<file path="config.mk">
export PLATFORM = sky130hd
export DESIGN_NAME = ysyx_24070016_wbu
export DESIGN_NICKNAME = d
export VERILOG_FILES = /design/src/rtl/ysyx_24070016_pkg.sv /design/src/rtl/ysyx_24070016_gpr.sv /design/src/rtl/ysyx_24070016_wbu.sv
export SDC_FILE = /design/constraint.sdc
export NUM_CORES = 2
export LEC_CHECK = 0
export CAP_MARGIN = 25
export CORE_MARGIN = 1
export CORE_UTILIZATION = 50
export CTS_BUF_LIST = sky130_fd_sc_hd__clkbuf_8 sky130_fd_sc_hd__clkbuf_16
export DETAILED_ROUTE_END_ITERATION = 12
export HOLD_SLACK_MARGIN = 0.06
export MAX_ROUTING_LAYER = met4
export PLACE_DENSITY = 0.75
export SLEW_MARGIN = 20
export SYNTH_ARGS = -nofsm -noshare
export SYNTH_HDL_FRONTEND = slang
export SYNTH_SLANG_ARGS = --single-unit
export TNS_END_PERCENT = 1
</file>
<file path="constraint.sdc">
create_clock -name clk -period 2.9 [get_ports clk]
set_input_delay 0.29 -clock clk [delete_from_list [all_inputs] [get_ports clk]]
set_output_delay 0.29 -clock clk [all_outputs]
set_load 0.02 [all_outputs]
</file>
<file path="src/rtl/ysyx_24070016_pkg.sv">
// Shared types and defaults for the ysyx_24070016 write-back path.
// Holds the WBU state encoding and the pipeline-register entry layout.
package ysyx_24070016_pkg;

  localparam int XLEN_D   = 32;
  localparam int NR_REG_D = 32;
  localparam int AW_D     = $clog2(NR_REG_D);
  localparam int REG_A0   = 10;

  typedef enum logic [1:0] {
    IDLE,
    PEND,
    HALT
  } wbu_state_e;

  typedef struct packed {
    logic [XLEN_D-1:0] result;
    logic [AW_D-1:0]   rd;
    logic              wen;
    logic              ebreak;
  } wb_entry_t;

endpackage

</file>
<file path="src/rtl/ysyx_24070016_gpr.sv">
// Architectural GPR file: one write port, two combinational read ports.
// x0 and out-of-range addresses read as zero and ignore writes.
module ysyx_24070016_gpr
  import ysyx_24070016_pkg::*;
#(
  parameter int XLEN   = XLEN_D,
  parameter int NR_REG = NR_REG_D,
  parameter int AW     = $clog2(NR_REG)
) (
  input  logic            clk,
  input  logic            rst,
  input  logic            wen,
  input  logic [AW-1:0]   waddr,
  input  logic [XLEN-1:0] wdata,
  input  logic [AW-1:0]   raddr1,
  input  logic [AW-1:0]   raddr2,
  output logic [XLEN-1:0] rdata1,
  output logic [XLEN-1:0] rdata2,
  output logic [XLEN-1:0] a0
);

  logic [XLEN-1:0] regs [NR_REG];

  function automatic logic live(input logic [AW-1:0] a);
    return (a != '0) && (32'(a) < 32'(NR_REG));
  endfunction

  always_ff @(posedge clk) begin
    if (rst) begin
      for (int i = 0; i < NR_REG; i++)
        regs[i] <= '0;
    end else if (wen && live(waddr)) begin
      regs[waddr] <= wdata;
    end
  end

  assign rdata1 = live(raddr1) ? regs[raddr1] : '0;
  assign rdata2 = live(raddr2) ? regs[raddr2] : '0;
  assign a0     = regs[AW'(REG_A0)];

endmodule

</file>
<file path="src/rtl/ysyx_24070016_wbu.sv">
// Write-back stage: one-entry pipeline register, GPR commit, ebreak halt.
// Define YSYX_24070016_WBU_BYPASS_EN to forward the pending result to reads.
module ysyx_24070016_wbu
  import ysyx_24070016_pkg::*;
#(
  parameter  int XLEN     = XLEN_D,
  parameter  int NR_REG   = NR_REG_D,
  parameter  int RETIRE_W = 64,
  localparam int AW       = $clog2(NR_REG)
) (
  input  logic                clk,
  input  logic                rst,
  input  logic                in_valid,
  output logic                in_ready,
  input  logic [XLEN-1:0]     in_result,
  input  logic [AW-1:0]       in_rd,
  input  logic                in_wen,
  input  logic                in_ebreak,
  input  logic [AW-1:0]       rs1_addr,
  input  logic [AW-1:0]       rs2_addr,
  output logic [XLEN-1:0]     rs1_data,
  output logic [XLEN-1:0]     rs2_data,
  output logic                pend_valid,
  output logic [AW-1:0]       pend_rd,
  output logic                halted,
  output logic [XLEN-1:0]     halt_code,
  output logic [RETIRE_W-1:0] retire_cnt
);

  wbu_state_e      state, state_nxt;
  wb_entry_t       pend;
  logic            accept, commit, halt_now;
  logic [AW-1:0]   prd;
  logic [XLEN-1:0] pres, gpr1, gpr2, a0_cur;

  assign prd  = AW'(pend.rd);
  assign pres = XLEN'(pend.result);

  always_ff @(posedge clk) begin
    if (rst) state <= IDLE;
    else     state <= state_nxt;
  end

  always_comb begin
    state_nxt = state;
    unique case (state)
      IDLE: state_nxt = accept ? PEND : IDLE;
      PEND: begin
        if (pend.ebreak) state_nxt = HALT;
        else             state_nxt = accept ? PEND : IDLE;
      end
      HALT: state_nxt = HALT;
      default: state_nxt = IDLE;
    endcase
  end

  // a pending ebreak blocks the same-edge accept
  always_comb begin
    in_ready = !rst && (state != HALT)
             && !((state == PEND) && pend.ebreak);
    accept   = in_valid && in_ready;
    commit   = !rst && (state == PEND);
    halt_now = commit && pend.ebreak;
  end

  always_ff @(posedge clk) begin
    if (rst) begin
      pend       <= '0;
      halted     <= 1'b0;
      halt_code  <= '0;
      retire_cnt <= '0;
    end else begin
      if (accept) begin
        pend.result <= XLEN_D'(in_result);
        pend.rd     <= AW_D'(in_rd);
        pend.wen    <= in_wen;
        pend.ebreak <= in_ebreak;
      end
      if (commit)
        retire_cnt <= retire_cnt + RETIRE_W'(1);
      if (halt_now) begin
        halted    <= 1'b1;
        halt_code <= (pend.wen && prd == AW'(REG_A0))
                   ? pres : a0_cur;
      end
    end
  end

  ysyx_24070016_gpr #(
    .XLEN   (XLEN),
    .NR_REG (NR_REG),
    .AW     (AW)
  ) u_gpr (
    .clk    (clk),
    .rst    (rst),
    .wen    (commit && pend.wen),
    .waddr  (prd),
    .wdata  (pres),
    .raddr1 (rs1_addr),
    .raddr2 (rs2_addr),
    .rdata1 (gpr1),
    .rdata2 (gpr2),
    .a0     (a0_cur)
  );

  assign pend_valid = (state == PEND);
  assign pend_rd    = (pend_valid && pend.wen) ? prd : '0;

`ifdef YSYX_24070016_WBU_BYPASS_EN
  logic fwd_ok;
  assign fwd_ok   = pend_valid && pend.wen && (prd != '0);
  assign rs1_data = (fwd_ok && rs1_addr == prd) ? pres : gpr1;
  assign rs2_data = (fwd_ok && rs2_addr == prd) ? pres : gpr2;
`else
  assign rs1_data = gpr1;
  assign rs2_data = gpr2;
`endif

endmodule

</file>
==> impl_metrics.env <==
export IMPL_status="finished, violations left"
export IMPL_violations="negative setup slack"
export IMPL_synth_area_sq_um=58800
export IMPL_ys_seq_elements=1131
export IMPL_path_clk_slew_ns=0.07
export IMPL_setup_violations=3
export IMPL_layout_cells_non_filler=6146
export IMPL_syn2layout_area_growth_pct=17.9
export IMPL_place_ws_ns=-0.635
export IMPL_fin_hold_ws_ns=0.137
export IMPL_synthArstFlopShare_pct=0
export IMPL_drive_gt1_share_pct=27.1
export IMPL_antenna_found_initial=3
export IMPL_yosysSeqAreaShare_pct=55.4
export IMPL_wl_mm=179
export IMPL_ys_top_cells_by_area="edfxtp_1, mux4_2, and2_1"
export IMPL_synth_top_cell_area_share_pct=50.7
export IMPL_cp_slowest_stage_delay_ns=0.51
export IMPL_crit_fanout=3
export IMPL_slew_violations=0
export IMPL_timing_final_crit_share_pct=104
export IMPL_hold_violations=0
export IMPL_grtUsageTotal_pct=31.1
export IMPL_cts_tree="yes"
export IMPL_grt_pass1_vias=39900
export IMPL_rsz0062_at_grt="true"
export IMPL_dpl_hpwl_mm=117
export IMPL_die_area_sq_um=119000
export IMPL_synth_yosys_warnings=0
export IMPL_drcViolationCount=0
export IMPL_ys_flop_type="edfxtp_1"
export IMPL_fin_skew_ns=0.0270
export IMPL_syn_inst=4274
export IMPL_fillers=8680
export IMPL_avgSynthCellArea_sq_um=13.8
export IMPL_place_gp_congestion=0.954
export IMPL_htreeDepth=3
export IMPL_die_y_microns=345
export IMPL_ioPinCount=220
export IMPL_grt_ovfl_total=0
export IMPL_rows=125
export IMPL_cts_buffers=113
export IMPL_start_util_pct=50.5
export IMPL_synth_edf_count=993
export IMPL_clock_path_buffers=3
export IMPL_grt_pass1_wl_mm=262
export IMPL_critical_path_endpoint_type="primary output"
export IMPL_syn_nets=4327
export IMPL_antenna_cells=0
export IMPL_antenna_left=0
export IMPL_numClockSinks=1131
export IMPL_cp_start_kind="register"
export IMPL_final_setup_worst_slack_ns=-0.107
export IMPL_drt_wirelength_per_cell_microns=29.1
export IMPL_cp_top_family="multiplexers"
export IMPL_crit_path_cell_trace="mux4_2 -> mux2i_2 -> a221oi_1 -> buf_4 -> dlygate4sd2_1"
export IMPL_p_leak_uw=0.0252
export IMPL_fmax_ghz=0.333
export IMPL_fin_total_pwr_uw=38900
export IMPL_drt_initial_drc_count=5098
export IMPL_cp_slowest_cell="mux4_2"
export IMPL_slew_headroom_pct=24.9
export IMPL_clk_latency_ns=0.72
export IMPL_vias_per_cell=6.45
export IMPL_core_sq_um=116000
export IMPL_firstDrtPassIters=6
export IMPL_io_buffers=219
export IMPL_critPathArrivalTime_ns=2.72
export IMPL_cp_required_ns=2.61
export IMPL_grt_max_degree=72
export IMPL_crit_type="register to primary output"
export IMPL_dp_cells=5921
export IMPL_synth_largest_area_cell="edfxtp_1"
export IMPL_crit_buf_inv=2
export IMPL_max_cap_violations=0
export IMPL_ir_drop_v=0.000523
export IMPL_nets=4574
export IMPL_cellPowerDensity_nw_per_um2=561
export IMPL_cts_root_buf="clkbuf_16"
export IMPL_synth_cell_types=48
export IMPL_die_w_microns=345
export IMPL_vias=39600
export IMPL_worstHoldPathType="input pin to register"
export IMPL_worst_pin_slew_ns=1.13
export IMPL_fin_crit_ns=3.01
==> power breakdown <==
part / leakage, uW / total (uW) / switching [uW] / internal (uW)
clock: 0.00203 / 15800 / 6530 / 9240
combinational: 0.0118 / 4530 / 2550 / 1970
sequential: 0.0114 / 18600 / 389 / 18200
==> flip-flops by register name, indices dropped and copies added, names as in the netlist <==
register    count
u_gpr.regs    993
retire_cnt     64
halt_code      32
pres           32
prd             5
pend            2
state           2
halted          1
==> cells in the final DEF, fill, tap and decap left out, types with 13 or more instances in the layout <==
cell / netlist / layout
or2_2: 32 / 32
a221oi_2: 0 / 13
buf_12: 0 / 73
a21oi_1: 83 / 82
o211ai_1: 19 / 19
mux4_2: 449 / 449
a221oi_1: 45 / 29
dfxtp_1: 138 / 135
clkinv_1: 0 / 14
nand2b_1: 40 / 40
o2111a_1: 44 / 43
or3_1: 26 / 26
clkbuf_8: 0 / 15
clkbuf_16: 0 / 115
dlygate4sd2_1: 0 / 20
mux2i_1: 129 / 100
xnor2_1: 22 / 22
inv_1: 40 / 53
edfxtp_1: 993 / 993
nand4_1: 18 / 18
nor2_1: 117 / 86
o21ai_0: 83 / 81
clkdlybuf4s50_1: 0 / 139
and2_1: 997 / 996
and3_1: 30 / 24
bufinv_16: 0 / 19
mux2i_2: 0 / 19
o2111ai_1: 19 / 19
a222oi_1: 32 / 32
nand2_1: 255 / 255
clkinv_2: 0 / 24
mux2_2: 63 / 63
nor2_2: 0 / 29
buf_4: 0 / 312
a22oi_1: 21 / 21
a221o_1: 20 / 20
nand3_1: 27 / 27
==> worst paths after layout <==
check / from / end / slack (ns) / cells past startpoint
setup reg to reg: state[1]$_SDFF_PP0_ / u_gpr.regs[4][24]$_SDFFCE_PN0P_ / 0.14 / 7
hold / removal: in_result[0] / pres[0]$_SDFFE_PP0P_ / 0.14 / 3
hold reg to reg: pres[8]$_SDFFE_PP0P_ / pres[8]$_SDFFE_PP0P_ / 0.48 / 2
setup / recovery: u_gpr.regs[10][27]$_SDFFCE_PN0P_ / rs2_data[27] / -0.11 / 5
==> logic make-up (layout without fill, tap and decap cells) <==
family,Yosys count,in the layout,synth area share (%)
flip-flops,1131,1131,55.4
AND/OR/NAND/NOR,1608,1608,15.6
AO/OA/AOI/OAI,374,374,4.71
buffers and inverters,485,833,3.15
XOR/XNOR,32,32,0.477
adder cells (fa/ha/maj),1,1,0.0213
multiplexers,642,642,20.6
other,1,1,0.00638
==> synth_stat cells (14+ instances only) <==
| master | n |
|---|---|
| nor2_1 | 117 |
| a221o_1 | 20 |
| nand3_1 | 27 |
| xnor2_1 | 22 |
| inv_1 | 40 |
| clkbuf_1 | 358 |
| mux4_2 | 449 |
| and3_1 | 30 |
| mux2_2 | 63 |
| nand4_1 | 18 |
| or2_2 | 32 |
| and2_1 | 997 |
| or3_1 | 26 |
| a222oi_1 | 32 |
| edfxtp_1 | 993 |
| o21ai_0 | 83 |
| mux2i_1 | 129 |
| a22oi_1 | 21 |
| o211ai_1 | 19 |
| o2111a_1 | 44 |
| nand2b_1 | 40 |
| o2111ai_1 | 19 |
| a21oi_1 | 83 |
| nand2_1 | 255 |
| buf_1 | 71 |
| a221oi_1 | 45 |
| dfxtp_1 | 138 |
| buf_2 | 14 |
==> per-layer routing <==
| layer | vias up | track usage, % | wire length, microns | share of wire (%) |
|---|---|---|---|---|
| met1 | 20000 | 39.5 | 65200 | 36 |
| li1 | 16600 | - | - | - |
| met3 | 508 | 5.81 | 18800 | 10 |
| met2 | 2528 | 47.9 | 84400 | 47 |
| met5 | - | - | 0 | 0 |
| met4 | 0 | 15.7 | 10400 | 5.8 |
==> tightest hold or removal path: stages <==
cell and delay [ns]:
clkdlybuf4s50_1 0.40, nand2_1 0.05, o21ai_0 0.06
==> area by class of cell <==
| cell class | instances | area, sq um | share of cell area, % |
|---|---|---|---|
| Clock inverter | 88 | 952 | 1.37 |
| Inverter | 40 | 154 | 0.222 |
| Sequential cell | 1131 | 32600 | 47.0 |
| Tap cell | 1524 | 1910 | 2.75 |
| Timing Repair Buffer | 577 | 5820 | 8.40 |
| Multi-Input combinational cell | 2658 | 24900 | 35.9 |
| Clock buffer | 128 | 3060 | 4.41 |
==> repair_timing <==
item	4_1_cts	5_1_grt
endpoints found under the hold margin	9	0
endpoints found under the setup margin	50	31
buffers inserted	1	0
hold buffers	1	0
resized for setup	95	37
==> through the flow <==
step                      util [%]  area, sq um  setup TNS, ns
after detailed placement      55.7        64800          -1.30
after floorplan                  -        58800              0
after global placement        55.7        64800          -1.27
after CTS                     59.4        69100         -0.721
after global routing          59.6        69300         -0.609
final                         59.6        69300         -0.190
(Power assumes the default switching activity.)
